$ cat src/rtl/nonogram_sequencer.sv
// rtl/nonogram_sequencer.sv - phase controller for the nonogram solver pipeline
// Steers FIFO writes, snapshots board metadata, runs the solve watchdog and fault path.
module nonogram_sequencer #(
  parameter int MAX_ROWS = 11,
  parameter int MAX_COLS = 11,
  parameter int MAX_NUM_OPTIONS = 84,
  parameter int LINE_W = 16,
  parameter int TIMEOUT_CYCLES = 50_000_000,
  parameter logic [7:0] ERR_BYTE = 8'hEE,
  localparam int ROW_W = $clog2(MAX_ROWS + 1),
  localparam int COL_W = $clog2(MAX_COLS + 1),
  localparam int OPT_W = $clog2(MAX_NUM_OPTIONS + 1),
  localparam int OPTS_W = (MAX_ROWS + MAX_COLS) * OPT_W
) (
  input  logic              clk,
  input  logic              rst_n,
  input  logic              parsed,
  input  logic              parse_write,
  input  logic [LINE_W-1:0] parse_line,
  input  logic [ROW_W-1:0]  parse_m,
  input  logic [COL_W-1:0]  parse_n,
  input  logic [OPTS_W-1:0] parse_opts,
  input  logic              solve_write,
  input  logic [LINE_W-1:0] solve_line,
  input  logic              solved,
  input  logic              assembled,
  input  logic              tx_ready,
  input  logic              fifo_full,
  output logic              fifo_wr_en,
  output logic [LINE_W-1:0] fifo_din,
  output logic              fifo_flush,
  output logic              solve_start,
  output logic              solver_abort,
  output logic              asm_start,
  output logic [ROW_W-1:0]  sol_m,
  output logic [COL_W-1:0]  sol_n,
  output logic [OPTS_W-1:0] sol_opts,
  output logic              err_valid,
  output logic [7:0]        err_byte,
  output logic [1:0]        state,
  output logic [7:0]        boards_solved,
  output logic              overflow,
  output logic              dropped
);

  localparam int TO_W = (TIMEOUT_CYCLES > 1) ? $clog2(TIMEOUT_CYCLES) : 1;

  typedef enum logic [1:0] {
    RECEIVE  = 2'd0,
    SOLVE    = 2'd1,
    TRANSMIT = 2'd2,
    FAULT    = 2'd3
  } phase_t;

  phase_t             state_q, state_d;
  logic [TO_W-1:0]    wd_q, wd_d;
  logic [7:0]         boards_q, boards_d;
  logic [ROW_W-1:0]   m_d;
  logic [COL_W-1:0]   n_d;
  logic [OPTS_W-1:0]  opts_d;
  logic               start_d, asm_d, abort_d, flush_d;
  logic               ovf_d, drop_d;
  logic               wr_req, ovf_hit;

  // Write source follows the registered phase so the steering is valid in the write cycle.
  always_comb begin
    wr_req   = 1'b0;
    fifo_din = parse_line;
    if (state_q == RECEIVE) begin
      wr_req = parse_write;
    end else if (state_q == SOLVE) begin
      wr_req   = solve_write;
      fifo_din = solve_line;
    end
    fifo_wr_en = wr_req & ~fifo_full;
    ovf_hit    = wr_req & fifo_full;
  end

  always_comb begin
    state_d  = state_q;
    wd_d     = wd_q;
    boards_d = boards_q;
    m_d      = sol_m;
    n_d      = sol_n;
    opts_d   = sol_opts;
    start_d  = 1'b0;
    asm_d    = 1'b0;
    abort_d  = 1'b0;
    flush_d  = 1'b0;
    ovf_d    = overflow | ovf_hit;
    drop_d   = dropped | ((state_q != RECEIVE) & (parse_write | parsed));
    case (state_q)
      RECEIVE: begin
        if (ovf_hit) begin
          state_d = FAULT;
        end else if (parsed) begin
          state_d = SOLVE;
          m_d     = parse_m;
          n_d     = parse_n;
          opts_d  = parse_opts;
          start_d = 1'b1;
          wd_d    = '0;
        end
      end
      SOLVE: begin
        wd_d = wd_q + TO_W'(1);
        // Overflow beats solved, and solved beats a coincident timeout.
        if (ovf_hit) begin
          state_d = FAULT;
          abort_d = 1'b1;
        end else if (solved) begin
          state_d  = TRANSMIT;
          asm_d    = 1'b1;
          boards_d = boards_q + 8'd1;
        end else if (wd_q == TO_W'(TIMEOUT_CYCLES - 1)) begin
          state_d = FAULT;
          abort_d = 1'b1;
        end
      end
      TRANSMIT: begin
        if (assembled) state_d = RECEIVE;
      end
      FAULT: begin
        if (tx_ready) begin
          state_d = RECEIVE;
          flush_d = 1'b1;
        end
      end
      default: state_d = RECEIVE;
    endcase
  end

  always_ff @(posedge clk or negedge rst_n) begin
    if (!rst_n) begin
      state_q      <= RECEIVE;
      wd_q         <= '0;
      boards_q     <= '0;
      sol_m        <= '0;
      sol_n        <= '0;
      sol_opts     <= '0;
      solve_start  <= 1'b0;
      asm_start    <= 1'b0;
      solver_abort <= 1'b0;
      fifo_flush   <= 1'b0;
      err_valid    <= 1'b0;
      overflow     <= 1'b0;
      dropped      <= 1'b0;
    end else begin
      state_q      <= state_d;
      wd_q         <= wd_d;
      boards_q     <= boards_d;
      sol_m        <= m_d;
      sol_n        <= n_d;
      sol_opts     <= opts_d;
      solve_start  <= start_d;
      asm_start    <= asm_d;
      solver_abort <= abort_d;
      fifo_flush   <= flush_d;
      err_valid    <= (state_d == FAULT);
      overflow     <= ovf_d;
      dropped      <= drop_d;
    end
  end

  assign state         = state_q;
  assign boards_solved = boards_q;
  assign err_byte      = ERR_BYTE;

endmodule

$ cat config.mk
export PLATFORM = sky130hd
export DESIGN_NAME = nonogram_sequencer
export DESIGN_NICKNAME = d
export VERILOG_FILES = /design/src/rtl/nonogram_sequencer.sv
export SDC_FILE = /design/constraint.sdc
export NUM_CORES = 1
export LEC_CHECK = 0
export BUFFER_PORTS_ARGS = -buffer_cell sky130_fd_sc_hd__buf_4
export CAP_MARGIN = 20
export CORE_AREA = 2 2 156 158
export DETAILED_ROUTE_END_ITERATION = 16
export DIE_AREA = 0 0 158 160
export MAX_ROUTING_LAYER = met4
export PLACE_DENSITY = 0.67
export SLEW_MARGIN = 15
export SYNTH_ARGS = -nofsm -noshare
export SYNTH_HDL_FRONTEND = slang
export SYNTH_SLANG_ARGS = --single-unit
$ cat constraint.sdc
create_clock -name clk -period 2.2 [get_ports clk]
set_input_delay 0.44 -clock clk [delete_from_list [all_inputs] [get_ports clk]]
set_output_delay 0.44 -clock clk [all_outputs]
set_load 0.02 [all_outputs]
## After elaboration in Yosys (flattened, before gate mapping)

Cells that the tools add are included.

| storage, ports and cells | value |
|---|---|
| word-level logic and storage cells | 63 |
| input port bits | 203 |
| flip-flop bits (word level) | 205 |
| output and inout port bits | 204 |

| operators by class | value |
|---|---|
| mux-type cells | 27 |
| reduce and logical (&&, ||, !) cells | 6 |
| bitwise operators | 8 |
| equality and inequality tests | 7 |
| add/subtract/negate cells | 2 |

Operators by type and width:

| kind | count |
|---|---|
| $mux 26 | 2 |
| $pmux 26 s2 | 1 |
| $mux 16 | 2 |
| $add 26x1->26 const B | 1 |
| $eq 26x26->1 const B | 1 |
| $mux 1 | 14 |
| $mux 2 | 7 |
| $reduce_and 3->1 | 3 |
| $add 8x1->8 const B | 1 |
| $pmux 2 s4 | 1 |
| $eq 2x2->1 const B | 3 |
| $ne 2x2->1 const B | 2 |
| $reduce_bool 2->1 | 2 |
| $and 1x1->1 | 3 |
| $or 1x1->1 | 3 |
| $eq 2x1->1 const B | 1 |
| $logic_not 2->1 | 1 |
| $not 1->1 | 2 |

## Logic depth before layout (Yosys ltp)

| logic depth | value |
|---|---|
| word-level depth | 7 |
| mapped depth | 9 |
| mapped depth without buffers | 5 |

## Worst setup path before layout

No wires, ideal clock.

| timing | value |
|---|---|
| path type | register -> register |
| start | register state_q[0], in the netlist state[0] |
| end | register sol_opts[94] |
| arrival time | 1.881 ns |
| cell stages (with the launch flop) | 10 |
| setup slack | 0.202 ns |
| clock period less this slack | 1.998 ns |
| required time | 2.083 ns |
| buffers on the path | 5 |
| setup time | 0.117 ns |
| cell sequence | dfrtp_1 buf_2 nor2b_1 clkbuf_1 or3_1 buf_2 buf_2 buf_2 nand2_1 nand2_1 |

| on the way | value |
|---|---|
| word-level cells in the longest chain between the ends | 6 |
| elaborated cells between the ends (all ways) | 7 |
| those cells by class | 1 x eq/ne; 2 x mux; 2 x bitwise; 2 x reduce/logical |

RTL lines:

| element | line | source |
|---|---|---|
| start, declared | 55 | `phase_t state_q, state_d;` |
| start signal, assigned | 149 | `state_q <= state_d;` |
| $eq 2x1->1 | 71 | `end else if (state_q == SOLVE) begin` |
| $mux 1 | 71 |  |
| $mux 1 | 69 | `if (state_q == RECEIVE) begin` |
| $and 1x1->1 | 76 | `ovf_hit = wr_req & fifo_full;` |
| $not 1->1 (no source line) | - |  |
| $reduce_and 3->1 (no source line) * | - |  |
| end signal, assigned | 154 | `sol_opts <= opts_d;` |
| end, declared | 37 | `output logic [OPTS_W-1:0] sol_opts,` |

Every way passes the cells marked *; elsewhere a longest branch is shown, timed or not.
A chain may end at the register's enable or synchronous reset.

## Worst setup path after layout

| timing | value |
|---|---|
| start | register state_q[1], in the netlist state[1] |
| end | output port fifo_din[5] |

| on the way | value |
|---|---|
| word-level cells in the longest chain between the ends | 3 |
| elaborated cells between the ends (all ways) | 4 |
| those cells by class | 1 x eq/ne; 2 x mux; 1 x reduce/logical |

RTL lines:

| element | line | source |
|---|---|---|
| $eq 2x1->1 | 71 |  |
| $mux 16 | 71 |  |
| $mux 16 * | 69 |  |
| end, declared | 30 | `output logic [LINE_W-1:0] fifo_din,` |

Marked as above.

==> metrics.cfg <==
[status]
outcome=complete, no violations

[sta]
slew_headroom_pct=33.5
timing.hold.ws_ns=0.116
fin_crit_sh_pct=96.8
rsz0062_at_grt=true
clock_skew_ns=0.00835
worst_slew_pin_slew_ns=0.997
drv_slew=0
hold_viol_final=0
max_freq_ghz=0.470
min_period_ns=2.13
setup_slack_ns=0.0710
finalSetupViolations=0
fin_setup_tns_ns=0

[flow_run]
drv_cap=0

[final_layout]
layout-drive-gt1-share_pct=34.1
syn_to_final_growth_pct=50.6
fin_nets=1569
layout_commonest_cell=nand2_1
fill_cells=2218
antenna_cells=0
final_cell_mix=nand2_1, buf_4, dfrtp_1
instances_no_fill=1704

[pwr]
p_leak_nw=7.05
powerDensity_nw_per_um2=1460
p_total_mw=18.7
ir_worst_vdd_mv=0.843

[yosys]
ys_seq_area_share_pct=60.5
synth_top_area_share_pct=60.5
synth_edf_count=0
syn_inst=964
ys_warn_count=0
synth_seq_cells=205
synth.avg_cell_area_sq_um=8.80
synthTopCellsByArea=dfrtp_1, nand2_1, buf_4
synth_ff_type=dfrtp_1
synth_cell_types=51
synth_area_leader_cell=dfrtp_1
syn-cell-area_sq_um=8480
ys_async_sr_fraction_pct=100

[global_route]
gr-total-overflow=0
grt_max_degree=173
gr-usage-all-layers_pct=19.8
first_global_vias=7722
antenna_found_initial=0
grt_pass1_wl_um=39200

[floorplan]
ios=407
die_w_um=158
start_util_pct=35.6
die_area_sq_um=25300
std_cell_rows=57
core_area_sq_um=23800
fp.dieH_um=160

[placement]
dp.cells=1660
dp_hpwl_um=17800
io_buffers=398
pre_cts_ws_ns=0.153
gp_congestion=0.827

[setup_path]
cp_max_fo=13
crit_arrival_ns=1.69
crit_path_start_kind=flip-flop
critPathKind=reg -> out
required_ns=1.76
end_kind=output pin

[drt]
drt-initial-drc-count=416
drt_wl_total_um=25200
avgViaCountPerCell=4.56
wl_per_cell_um=14.8
ant_nets=0
drc_errors=0
drt_pass1_iterations=4
vias=7776

[clock_tree]
clock_latency_ns=0.51
numCtsBuffers=24
cts_max_path_buffers=3
clock-sinks=205
post_cts_buffers=0
clk_pin_slew_ns=0.06
root_buffer=clkbuf_16
cts_tree=done
htreeDepth=1

[hold_path]
hp-class=in -> reg

-- kinds of logic after synthesis --
logic type | Yosys count | synth area share (%)
other | 2 | 0.0885
AND/OR/NAND/NOR | 627 | 29.6
adder cells (fa/ha/maj) | 2 | 0.295
AO/OA/AOI/OAI | 46 | 3.51
multiplexers | 11 | 1.31
flip-flops | 205 | 60.5
buffers and inverters | 62 | 3.79
XOR/XNOR | 9 | 0.929
-- path summary, 6_finish.rpt --
check,end,startpoint,cells past startpoint,slack [ns]
max in group asynchronous,wd_q[10],rst_n,3,1.07
hold reg to reg,sol_opts[5],sol_opts[5],2,0.47
hold / removal,sol_opts[139],parse_opts[139],3,0.12
setup reg to reg,wd_q[17],wd_q[4],4,0.18
setup / recovery,fifo_din[5],state[1],6,0.07
min in group asynchronous,sol_opts[38],rst_n,2,0.49
-- cells in the mapped netlist, types with 2 or more instances --
library cell	instances
ha_1	2
and4_1	3
conb_1	2
nand2_1	558
inv_1	5
nor4_1	4
buf_2	17
nand3b_1	2
dfrtp_1	205
xor2_1	3
o2bb2ai_1	2
a21bo_2	2
nor3b_1	2
mux2i_1	10
a21oi_1	14
buf_1	3
nor4b_1	2
nor3_1	7
buf_4	18
clkbuf_1	18
or4_1	2
o22a_1	2
nand3_1	12
a31oi_1	5
o21ai_0	8
and3_1	5
a21o_1	2
nor2_1	13
o21a_1	2
nand4_1	8
xnor2_1	6
-- sequential cells by signal, indices dropped and copies added, names as in the netlist --
name / flops
fifo_flush: 1
wd_q: 26
boards_solved: 8
overflow: 1
solve_start: 1
err_valid: 1
solver_abort: 1
asm_start: 1
sol_opts: 154
sol_m: 4
dropped: 1
state: 2
sol_n: 4
-- routing by layer --
metal  vias to the layer above  routed length, um  global-route usage [%]
met5                         -                  0                       -
met2                       312              12000                    32.4
li1                       3829                  -                       -
met1                      3593              10600                    25.0
met3                        42               2010                    4.37
met4                         0                523                    5.45
-- what timing repair did --
action                                  CTS  global route
endpoints found under the hold margin    50             0
endpoints found under the setup margin   16            11
hold buffers                              1             0
cloned                                    1             0
gates resized for setup                   4             2
pin swaps                                 0             0
-- layout make-up --
| type | instances | area [sq um] | share of cell area [%] |
|---|---|---|---|
| inverter | 6 | 25.0 | 0.196 |
| tap | 324 | 405 | 3.17 |
| sequential | 205 | 5130 | 40.2 |
| multi-input combinational | 703 | 3070 | 24.0 |
| clock inverter | 8 | 121 | 0.950 |
| clock buffer | 34 | 709 | 5.55 |
| timing repair buffer | 424 | 3320 | 26.0 |
-- worst max-delay path, stage by stage (launching register included) --
cell     delay, ns
dfrtp_1       0.37
buf_4         0.18
nor2b_4       0.16
buf_6         0.17
nand2_1       0.09
nand2_1       0.08
buf_4         0.14
-- report_power, final --
| part | leakage [nW] | internal (mW) | switching, mW | total [mW] |
|---|---|---|---|---|
| clock | 0.413 | 2.59 | 1.55 | 4.14 |
| combinational | 4.05 | 3.34 | 4.93 | 8.26 |
| sequential | 2.59 | 5.32 | 0.929 | 6.25 |
-- metrics by stage --
step	utilization, %	cell area (sq um)
final	53.6	12800
after global routing	53.6	12800
after CTS	53.6	12800
after detailed placement	50.0	11900
after global placement	50.0	11900
after floorplan	-	8510
No activity file was read; power rests on OpenSTA's default activity.
